## config.mk

```make
export PLATFORM = sky130hd
export DESIGN_NAME = systolic_ctrl
export DESIGN_NICKNAME = d
export VERILOG_FILES = /design/src/rtl/systolic_pkg.sv /design/src/rtl/feed_skew.sv /design/src/rtl/systolic_ctrl.sv
export SDC_FILE = /design/constraint.sdc
export NUM_CORES = 1
export LEC_CHECK = 0
export ABC_AREA = 1
export CORE_MARGIN = 1.5
export CORE_UTILIZATION = 39
export DETAILED_ROUTE_END_ITERATION = 16
export GPL_TIMING_DRIVEN = 0
export PLACE_DENSITY = 0.7
export SLEW_MARGIN = 15
export SYNTH_ARGS = -nofsm -noshare
export SYNTH_HDL_FRONTEND = slang
export SYNTH_SLANG_ARGS = --single-unit
```

## constraint.sdc

```tcl
create_clock -name clk -period 1 [get_ports clk]
set_input_delay 0.3 -clock clk [delete_from_list [all_inputs] [get_ports clk]]
set_output_delay 0.3 -clock clk [all_outputs]
set_load 0.02 [all_outputs]
```

## src/rtl/systolic_pkg.sv

```systemverilog
// systolic_pkg: shared types and constants for the systolic array controller
package systolic_pkg;
  localparam int DATA_W = 8;
  localparam int ACC_W  = 16;
  localparam int N_DEF  = 4;
  localparam int K_DEF  = 8;
  typedef enum logic [2:0] {IDLE, CLEAR, FEED, DRAIN, DONE} state_t;
endpackage

```

## src/rtl/feed_skew.sv

```systemverilog
// feed_skew: per-lane zero-filled delay lines, lane i delayed i+1 cycles
module feed_skew
  import systolic_pkg::*;
#(
  parameter int N = N_DEF
) (
  input  logic                clk,
  input  logic                reset,
  input  logic                valid,
  input  logic [N*DATA_W-1:0] din,
  output logic [N*DATA_W-1:0] dout
);
  for (genvar i = 0; i < N; i++) begin : g_lane
    logic [DATA_W-1:0] sr_q [i+1];
    logic [DATA_W-1:0] sr_d [i+1];
    // stage 0 admits data only on valid beats so idle cycles feed zeros
    always_comb begin
      sr_d[0] = valid ? din[i*DATA_W +: DATA_W] : '0;
      for (int j = 1; j <= i; j++) sr_d[j] = sr_q[j-1];
    end
    // shift register with synchronous active-low clear
    always_ff @(posedge clk) begin
      if (!reset) sr_q <= '{default: '0};
      else sr_q <= sr_d;
    end
    assign dout[i*DATA_W +: DATA_W] = sr_q[i];
  end
endmodule

```

## src/rtl/systolic_ctrl.sv

```systemverilog
// systolic_ctrl: sequences clear, operand feed and drain for an N x N MAC grid
module systolic_ctrl
  import systolic_pkg::*;
#(
  parameter int N = N_DEF,
  parameter int K = K_DEF,
  localparam int KW = (K > 1) ? $clog2(K) : 1
) (
  input  logic                clk,
  input  logic                reset,
  input  logic                start,
  output logic                busy,
  output logic                done,
  output logic                rd_en,
  output logic [KW-1:0]       k_addr,
  input  logic [N*DATA_W-1:0] a_rdata,
  input  logic [N*DATA_W-1:0] b_rdata,
  output logic [N*DATA_W-1:0] a_feed,
  output logic [N*DATA_W-1:0] b_feed,
  output logic                array_rst_n
);
  localparam int CW = $clog2(K + 2*N + 1);
  state_t        state_q, state_d;
  logic [CW-1:0] cnt_q, cnt_d;
  logic          rvalid_q, rvalid_d;
  logic          last_feed, last_drain;
  assign last_feed  = cnt_q == CW'(K - 1);
  assign last_drain = cnt_q == CW'(2*N - 1);
  // outputs decoded from state; next state and beat/drain counter
  always_comb begin
    busy        = reset && state_q != IDLE;
    done        = reset && state_q == DONE;
    rd_en       = reset && state_q == FEED;
    array_rst_n = reset && state_q != CLEAR;
    k_addr      = rd_en ? cnt_q[KW-1:0] : '0;
    rvalid_d    = rd_en;
    state_d     = state_q;
    cnt_d       = '0;
    unique case (state_q)
      IDLE:  state_d = start ? CLEAR : IDLE;
      CLEAR: state_d = FEED;
      FEED: begin
        state_d = last_feed ? DRAIN : FEED;
        cnt_d   = last_feed ? '0 : cnt_q + 1'b1;
      end
      DRAIN: begin
        state_d = last_drain ? DONE : DRAIN;
        cnt_d   = last_drain ? '0 : cnt_q + 1'b1;
      end
      DONE:    state_d = IDLE;
      default: state_d = IDLE;
    endcase
  end
  // state, counter and read-return valid registers
  always_ff @(posedge clk) begin
    if (!reset) begin
      state_q  <= IDLE;
      cnt_q    <= '0;
      rvalid_q <= 1'b0;
    end else begin
      state_q  <= state_d;
      cnt_q    <= cnt_d;
      rvalid_q <= rvalid_d;
    end
  end
  feed_skew #(.N(N)) u_skew_a (
    .clk(clk), .reset(reset), .valid(rvalid_q), .din(a_rdata), .dout(a_feed)
  );
  feed_skew #(.N(N)) u_skew_b (
    .clk(clk), .reset(reset), .valid(rvalid_q), .din(b_rdata), .dout(b_feed)
  );
endmodule

```

==> metrics <==
R2R depth 9; Synth Register Bits 169; Slew Limit Headroom 70.3%; initial antenna violation count 0; Reg2Reg Capture Point state_q[0]$_SDFF_PN0_; Multi-input gate area 948 um^2; Die X 115 um; Routability Congestion 0.745; initial core utilization 40.4%; failing checks setup timing; # setup viols final 78; RSZ-0062 raised after global routing true; Synth top cells by count inv_1, dfxtp_1, nand2_1, nor2_1, buf_2; proportion of synthesized chip area in sequential cells 68.9%; Crit Path Class reg2out; Crit Path Max Fanout 5; # nets final 795; largest net degree at the start of global routing 17; Vias/cell 3.89; final std cells w/o fill 908; FMAX 605 MHz; VDD IR max 0.985 mV; number of buffers added on ports 137; final hold slack 301 ps; cells along the critical path nand2_4 -> nor2_4 -> nand2_4 -> nor2_4 -> buf_6; clk buf depth 2; Hold EP u_skew_b.g_lane[0].sr_q[6]$_SDFF_PN0_; Async S/R FF share, synth 0%; CTS tree done; leak pwr 4.18 nW; synth top area cells dfxtp_1, inv_1, nand2_1; Setup WS post-layout -654 ps; register area 0.00347 mm^2; drt pass-1 iters 4; Cell variety after synth 14; Hold Crit Start reset; Most used DFF post-synth dfxtp_1; Max Slew Vio Count 0; CORE AREA 0.0122 mm^2; DRT antenna net count 0; # IOs 138; yosys warns 0; top-count cell post-synth inv_1; Synth Instances 561; DR iter-0 viols 116; WL/cell 10.3 um; Post-CTS Hold Buffers 0; placed insts 866; PD cells 1890 mW/mm^2; WHS Path Cells 3; syn nets 629; minimum clock period after layout 1650 ps; # rows 40; Synth Cell Area 0.00491 mm^2; RR Startpoint cnt_q[0]$_SDFF_PP0_; status finished, violations left; hpwl dp 6370 um; worst slew pin tran 445 ps; Die Y 115 um; vias in the first global route 3,404; Crit-path slowest cell dfxtp_4; CP Launch Type register; antenna cells 0; CP endpoint kind primary output; Final Hold Viols 0; Avg Inst Size Synth 8.75 um^2; CTS Buf Count 17; share of the synthesized area in the top cell type 68.9%; clk slew on worst S/H paths 60 ps; Worst-Skew Late Latency 420 ps; root buffer cell clkbuf_16; crit-path max cell delay 390 ps; Remaining Overflow, GRT 0; critical path data arrival time 1350 ps; Worst Clk Skew 5.68 ps; first-pass GRT wire length 15,100 um; DRC violations left 0; Max-cap violations 0; final period utilization 165%; number of H-tree levels 4; routed via count 3,532; total die area 0.0133 mm^2; Worst Hold Class in2reg; layout cell share with drive strength beyond 1 30.1%; gr usage total 15.1%; synthesis-to-layout area growth 54.3%; fill count 968; post-synth top area cell dfxtp_1; Post-synth EDFFs 0; # clock sinks 169; FF-to-FF setup slack -170 ps; WL final 9340 um; WP data required 700 ps
through the flow:
step	power [mW]	worst slack, ps	setup TNS [ps]	instance area, um^2	util, %
3_5_place_dp	7.60	-1340	-115110	6570	54.0
6_report	14.3	-654	-14360	7570	62.3
4_1_cts	14.4	-646	-15540	7510	61.8
5_1_grt	14.8	-719	-17000	7570	62.3
2_1_floorplan	7.23	-146	-645	4990	-
3_3_place_gp	7.59	-1340	-116210	6570	54.0
logic make-up after synthesis:
family	after synthesis	synth area share, %
xor+xnor	1	0.178
simple gates	195	15.2
flops	169	68.9
fa+ha+maj	1	0.255
compound gates	4	0.408
buf+inv	191	15.0
power by group:
part           total (mW)  leakage, nW  internal, mW  switching [mW]
Sequential           6.85         1.40          6.81          0.0408
Clock                6.76        0.297          4.25            2.51
Combinational       0.679         2.48         0.388           0.291
cell usage in the layout (no fill, tap or decap), types with 2 or more instances in the layout:
cell type	n
a21oi_2	2
buf_2	8
buf_4	12
buf_6	74
bufinv_16	4
clkbuf_1	4
clkbuf_16	17
clkbuf_4	2
clkdlybuf4s50_1	65
clkinv_2	2
clkinv_4	3
clkinvlp_4	2
dfxtp_1	100
dfxtp_2	67
dfxtp_4	2
inv_1	169
inv_2	2
inv_4	3
nand2_1	103
nand2_4	5
nand3_1	3
nand3_4	2
nor2_1	69
nor2_2	2
nor2_4	6
area by class of cell:
cell class	count	share of cell area [%]
Inverter	174	8.72
Clock buffer	21	5.95
Sequential cell	169	45.9
Timing Repair Buffer	147	20.4
Multi-Input combinational cell	201	12.5
Tap cell	168	2.78
Buffer	17	1.47
Clock inverter	11	2.26
routing by layer:
metal	up-vias	routed length, um	GRT usage (%)
met4	0	190	7.16
met1	1555	3790	15.7
met5	-	0	0
li1	1860	-	-
met3	18	738	6.80
met2	99	4620	26.0
worst max-delay path by stage:
stage                                      from        end  slack, ps  cells past startpoint
final                     state_q[1]$_SDFF_PN0_  k_addr[1]       -650                      5
after global routing      state_q[2]$_SDFF_PN0_  k_addr[0]       -720                      6
after CTS                 state_q[2]$_SDFF_PN0_  k_addr[2]       -650                      6
after detailed placement                  reset       done      -1340                      5
after global placement                    reset       done      -1340                      5
after floorplan           state_q[2]$_SDFF_PN0_  k_addr[0]       -150                      5
flip-flops by register name (all words and copies together), names as in the netlist:
name and count:
cnt_q 5, u_skew_b.g_lane.sr_q 8, u_skew_a.g_lane.sr_q 8, rvalid_q 1, u_skew_a.dout 24, u_skew_a.g_lane.sr_d 48
u_skew_b.g_lane.sr_d 48, u_skew_b.dout 24, state_q 3
repair_timing:
action,in CTS,in global routing
gates resized for setup,511,20
gates cloned,0,0
pin swaps,9,5
endpoints found under the setup margin,222,150
buffers inserted,8,3
critical path, delay by kind of cell (launching register included):
kind                   cells  cell delay [ps]
AND/OR/NAND/NOR            4              420
flip-flops                 1              390
buffers and inverters      1              120
No activity file was read; power rests on OpenSTA's default activity.
